<file path="src/rtl/sha256_w_sched.sv">
// SHA-256 message schedule: loads one 512-bit block and streams W[0..ROUNDS-1],
// one word per enabled cycle, with init/done strobes for the round datapath.
module sha256_w_sched #(
  parameter int ROUNDS = 64
) (
  input  logic         clk,
  input  logic         rst,
  input  logic         start,
  input  logic [511:0] msg_in,
  input  logic         en,
  output logic         ready,
  output logic [31:0]  w_out,
  output logic         w_valid,
  output logic [5:0]   round,
  output logic         init,
  output logic         done
);

  typedef enum logic [1:0] {
    IDLE,
    RUN,
    DONE
  } state_t;

  localparam logic [5:0] ROUND_LAST = 6'(ROUNDS - 1);

  state_t      state_q;
  logic [5:0]  round_q;
  logic [31:0] w_q [16];
  logic [31:0] wNew_d;

  function automatic logic [31:0] rotr(input logic [31:0] x, input int n);
    return (x >> n) | (x << (32 - n));
  endfunction

  function automatic logic [31:0] sig0(input logic [31:0] x);
    return rotr(x, 7) ^ rotr(x, 18) ^ (x >> 3);
  endfunction

  function automatic logic [31:0] sig1(input logic [31:0] x);
    return rotr(x, 17) ^ rotr(x, 19) ^ (x >> 10);
  endfunction

  // W[t+16] from the window w[k]=W[t+k]; carries out of bit 31 are discarded
  always_comb begin
    wNew_d = sig1(w_q[14]) + w_q[9] + sig0(w_q[1]) + w_q[0];
  end

  always_ff @(posedge clk) begin
    if (rst) begin
      state_q <= IDLE;
      round_q <= '0;
      for (int k = 0; k < 16; k++) w_q[k] <= '0;
    end else begin
      unique case (state_q)
        IDLE, DONE: begin
          if (start) begin
            state_q <= RUN;
            round_q <= '0;
            for (int k = 0; k < 16; k++) w_q[k] <= msg_in[511 - 32*k -: 32];
          end else begin
            state_q <= IDLE;
          end
        end
        RUN: begin
          if (en) begin
            if (round_q == ROUND_LAST) begin
              state_q <= DONE;
            end else begin
              for (int i = 0; i < 15; i++) w_q[i] <= w_q[i + 1];
              w_q[15] <= wNew_d;
              round_q <= round_q + 6'd1;
            end
          end
        end
        default: state_q <= IDLE;
      endcase
    end
  end

  // Outputs follow the registered state, so they are stable through the low clock phase
  assign w_out   = w_q[0];
  assign round   = round_q;
  assign w_valid = (state_q == RUN);
  assign init    = (state_q == RUN) && (round_q == 6'd0);
  assign done    = (state_q == DONE);
  assign ready   = (state_q == IDLE) || (state_q == DONE);

endmodule

</file>
<file path="config.mk">
export PLATFORM = sky130hd
export DESIGN_NAME = sha256_w_sched
export DESIGN_NICKNAME = d
export VERILOG_FILES = /design/src/rtl/sha256_w_sched.sv
export SDC_FILE = /design/constraint.sdc
export NUM_CORES = 1
export LEC_CHECK = 0
export ABC_AREA = 1
export BUFFER_PORTS_ARGS = -buffer_cell sky130_fd_sc_hd__buf_2
export CAP_MARGIN = 15
export CORE_UTILIZATION = 40
export DETAILED_ROUTE_END_ITERATION = 10
export GPL_TIMING_DRIVEN = 0
export HOLD_SLACK_MARGIN = 0.08
export PLACE_DENSITY = 0.61
export SLEW_MARGIN = 40
export SYNTH_ARGS = -nofsm -noshare
export SYNTH_HDL_FRONTEND = slang
export SYNTH_SLANG_ARGS = --single-unit
</file>
<file path="constraint.sdc">
create_clock -name clk -period 9.3 [get_ports clk]
set_input_delay 0.93 -clock clk [delete_from_list [all_inputs] [get_ports clk]]
set_output_delay 0.93 -clock clk [all_outputs]
set_load 0.01 [all_outputs]
</file>
* Word-level counts from Yosys, hierarchy flattened
Memory sizes are Yosys's and may differ from the RTL's.
Index checks and enable logic that the tools add are counted.
** Storage, ports and cells
- Flip-flop bits (word level) :: 8
- Bits in latches :: 0
- RAM bits :: 512
- Bits in read-only memories :: 0
- Input bits :: 516
- Output and inout bits :: 42
- Logic and storage cells :: 113
- Memories :: 1
** Operators by class
- Add/sub/neg operators :: 4
- Multiply operators :: 0
- Divide/modulo/power cells :: 0
- $lt $le $gt $ge :: 0
- Equality and inequality tests :: 7
- Shifts and indexed selects :: 0
- Mux-type cells :: 51
- Bitwise operators :: 40
- Reduce and logical (&&, ||, !) cells :: 8
** Memory list
- w_q :: depth 16, bits a word 32, read ports 16, clocked after memory_dff 0, write ports 16, RTL line 29 : logic [31:0] w_q [16];
** Operator list (count)
- 32-bit two-way mux :: 32
- 32-bit adder :: 3
- 32-bit bitwise XOR :: 2
- 1-bit bitwise OR :: 32
- 13-bit by 32-bit bitwise OR with 32-bit output :: 1
- 14-bit by 32-bit bitwise OR with 32-bit output :: 1
- 15-bit by 32-bit bitwise OR with 32-bit output :: 1
- 25-bit by 32-bit bitwise OR with 32-bit output :: 1
- 32-bit by 22-bit bitwise XOR with 32-bit output :: 1
- 32-bit by 29-bit bitwise XOR with 32-bit output :: 1
- 6-bit two-way mux :: 3
- 1-bit two-way mux :: 12
- 6-bit case mux with 2 select lines :: 1
- 6-bit by 1-bit adder with 6-bit output (second input constant) :: 1
- 6-bit == test (second input constant) :: 1
- 6-bit logical NOT :: 1
- 2-bit != test (second input constant) :: 3
- 2-bit two-way mux :: 2
- 2-bit case mux with 2 select lines :: 1
- 4-bit AND reduction :: 1
- 2-bit by 1-bit == test with 1-bit output (second input constant) :: 1
- 2-bit == test (second input constant) :: 1
- 2-bit logical NOT :: 1
- 2-bit by 1-bit != test with 1-bit output (second input constant) :: 1
- 5 further kinds :: 5

* Logic depth before layout (Yosys ltp)
An unclocked memory read counts as a cell.
- Word-level depth :: 8
- Mapped depth :: 20
- Gate-level depth less buffers :: 20

* Worst setup path before layout
Ideal clock, no wire load.
- Kind :: input to register
- From :: in rst
- To :: mem w_q[3][4] (netlist: w_q[0][100]) (enable)
- Library setup time :: 594 ps
- Arrival time :: 6266 ps
- Data required time :: 8706 ps
- Setup slack :: 2440 ps
- Stages :: 5
- Buffers on the path :: 2
- Path through :: inv_2 > nand3_4 > buf_2 > buf_2 > nand2_1
** RTL lines
- start: declaration :: RTL line 7 : input logic rst,
- end: declaration :: RTL line 29

==> impl_results.md <==
- Initial Utilization: 40.41%
- Status: complete, no violations
- Pwr Total: between 9 and 10 mW
- Synth warn: 0
- Final Util: roughly half
- Net Sw Frac: a little over two fifths
- Root buf cell: clkbuf_16
- Hold Buf Count CTS: 0
- Internal cell power: 5.726 mW
- WL final: 110000 um
- Initial antenna violation count: 39
- Post-route DRC: 0
- Slew @ Worst Pin: roughly 950 ps
- Leak: about 15 nW
- I/O Buffers: around 560
- Worst Setup Path Type: reg2reg
- Final hold vios: 0
- Comb pwr share: a little under half
- Finished Layout Cells: 4070
- Buf/Inv on CP: 5
- Die ar.: ~0.07 mm2
- Post-route antenna net violation count: 0
- CTS Buf Count: 58
- # rows: between 90 and 100
- Top cell type's share of synthesized area: between 50% and 60%
- CP cell instances: xnor2_1 -> xor2_1 -> inv_1 -> fa_1 -> inv_1 -> fa_1 -> inv_1 -> ha_1 -> inv_1 -> fa_1 -> inv_1 -> nand3_1 -> nand3_1 -> nand2_1 -> nand3_1 -> o21ai_0 -> nand2_1
- GRT Resource Usage Total: 31.05%
- CP required: about 9600 ps
- GP Congestion: 0.9857
- Vias in the first global route: roughly 22k
- Normalized max-slew margin: 35.81%
- Largest net degree at the start of global routing: 44
- Clk buf depth: 3
- Nets: approximately 3.7k
- Start of the worst register-to-register path: w_q[0][36]
- Syn avg cell area: ~11 um2
- Via-to-Cell Ratio: roughly 5.5
- Syn Nets: between 3k and 4k
- First-pass GRT wire length: around 150000 um
- CP Launch Point: w_q[0][36]
- Critical path arrival: around 4900 ps
- Post-synth cell types: 33
- R2r endpoint: w_q[0][493]
- Setup bufs post-CTS: 0
- Fraction of registers with async set/reset: 0%
- Area Overhead vs Synth: 21.79%
- Slowest stage delay, CP: roughly 640 ps
- Cell Pwr Density: between 200 and 300 mW/mm2
- Clock sinks: between 500 and 600
- Most instantiated cells after synthesis: edfxtp_1, inv_1, nand2_1, nand3_1, nor2_1
- Chip Height: about 260 um
- Critical Path End: w_q[0][493]
- Largest delay share family, worst path: adder cells
- Critical Path Stages: 17
- Post-CTS sizing: 0
- Fraction of layout cells with a size suffix above 1: between 20 and 25%
- Clk_lat worst skew: roughly 640 ps
- Reg-to-reg setup timing slack: around 4700 ps
- Placed Instances: approximately 4k
- H-tree depth: 2
- Grt total ovfl: 0
- Setup violators final: 0
- Placed wire-length estimate: between 90000 and 100000 um
- Cell taking the most area after synthesis: edfxtp_1
- Main flop type after synthesis: edfxtp_1
- First-pass detailed-route iteration total: 6
- CTS tree: built
- Cell count after synthesis: ~2.5k
- Max-slew violations: 0
- Reg2Reg Depth: 17
- VDD IR max: ~0.17 mV
- Register area share after synthesis: 56.15%
- HP Class: reg2reg
- Max Clk Rate: around 0.22 GHz
- First DRT Iteration DRCs: between 2k and 2.5k
- Vias: roughly 22k
- Startpoint types: flop
- Max-Cap Viols: 0
- CP endpoint kind: flop
- Seq cells post-synth: 520
- Ports: around 560
- Clock Pin Slew Worst Setup and Hold Paths: approximately 60 ps
- WL/cell: 27.03 um
- Most frequent cell after synthesis: edfxtp_1
- Post-synth EDFFs: 512
- Switching pwr: roughly 4.2 mW
- Crit-path max FO: 4
- Sequential share of power: about a third
- CP max stage cell: o21ai_0
- Clock power share: 22.4%
- CP most frequent cell: inv_1
- RSZ-0062 raised after global routing: no
- Top cells by area, synth: edfxtp_1, a32o_1, fa_1
- Crit path time final: between 4000 and 5000 ps
- Die W: ~260 um
- Core area: roughly 0.07 mm2
- Worst Skew: 33.94 ps
- Period utilisation layout: about half
- Netlist area before placement: around 0.028 mm2
cell type report:
type	count	area, um2
buffer	194	1170
timing repair buffer	570	3048
sequential	520	15530
antenna	24	60.06
fill	6426	34770
inverter	313	1177
tap	882	1104
clock inverter	30	292.8
multi-input combinational	1466	9806
clock buffer	71	1500
power by group through the flow:
stage          Sequential, mW  Clock, mW  Combinational, mW
2_1_floorplan            3.19          0               2.85
3_5_place_dp             3.27          0               4.45
3_3_place_gp             3.32          0               4.39
6_report                 3.23       2.23               4.51
4_1_cts                  3.23       2.26               4.48
5_1_grt                  3.25       2.34               4.99
metal layers:
layer / global-route usage [%] / up-vias / part of all wire, %
met4: 14.08 / 24 / 4.9
met5: 0 / - / 0.15
li1: - / 10150 / -
met3: 5.899 / 232 / 7.9
met1: 38.14 / 10860 / 38
met2: 52.91 / 1166 / 49
registers in the layout, indices dropped and copies added (netlist names):
signal,count
w_q,512
state_q,2
round,6
metrics by stage:
stage                     hold WS (ps)  worst slack, ps  TNS, ps  instance area (um2)
final                            522.8             4698        0                33690
after global placement           497.0           -198.0   -39430                31560
after global routing             537.7             4501        0                33670
after CTS                        524.7             4702        0                33630
after detailed placement         507.6             4746        0                31840
after floorplan                  512.1             2440        0                27670
placed cells by master (no fill, tap or decap), types with 33 or more instances in the layout:
cell type | netlist | final
nand2_1 | 305 | 302
buf_2 | 56 | 613
fa_1 | 62 | 62
buf_4 | 35 | 35
clkbuf_1 | 70 | 83
xor2_1 | 64 | 64
nand3_1 | 203 | 203
nor2_1 | 171 | 171
ha_1 | 33 | 33
a22o_1 | 141 | 141
xnor2_1 | 56 | 56
o21ai_0 | 70 | 67
clkbuf_16 | 0 | 58
a32o_1 | 163 | 163
inv_1 | 309 | 309
a21oi_1 | 162 | 162
edfxtp_1 | 512 | 512
how the worst min path moves through the flow:
stage                              to  slack, ps   startpoint  cells past startpoint
final                        round[3]        520     round[3]                      2
after global routing       state_q[0]        540          rst                      2
after CTS                  state_q[0]        520          rst                      2
after detailed placement     round[3]        510     round[3]                      2
after global placement       round[3]        500     round[3]                      2
after floorplan           w_q[0][100]        510  w_q[0][132]                      1
cell families after synthesis:
group,Yosys count,synth area share [%]
AO/OA/AOI/OAI,546,14.84
XOR/XNOR,120,3.799
adder cells (fa/ha/maj),95,5.979
buffers and inverters,507,8.484
flip-flops,520,56.15
AND/OR/NAND/NOR,705,10.75
worst reg2reg max path: cells and delay by family, from the launching register on:
| family | cells | cell delay (ps) |
|---|---|---|
| adder cells (fa/ha/maj) | 4 | 1430 |
| flip-flops | 1 | 630 |
| buffers and inverters | 5 | 420 |
| AO/OA/AOI/OAI | 1 | 640 |
| AND/OR/NAND/NOR | 5 | 680 |
| XOR/XNOR | 2 | 500 |
(Power assumes the default switching activity.)
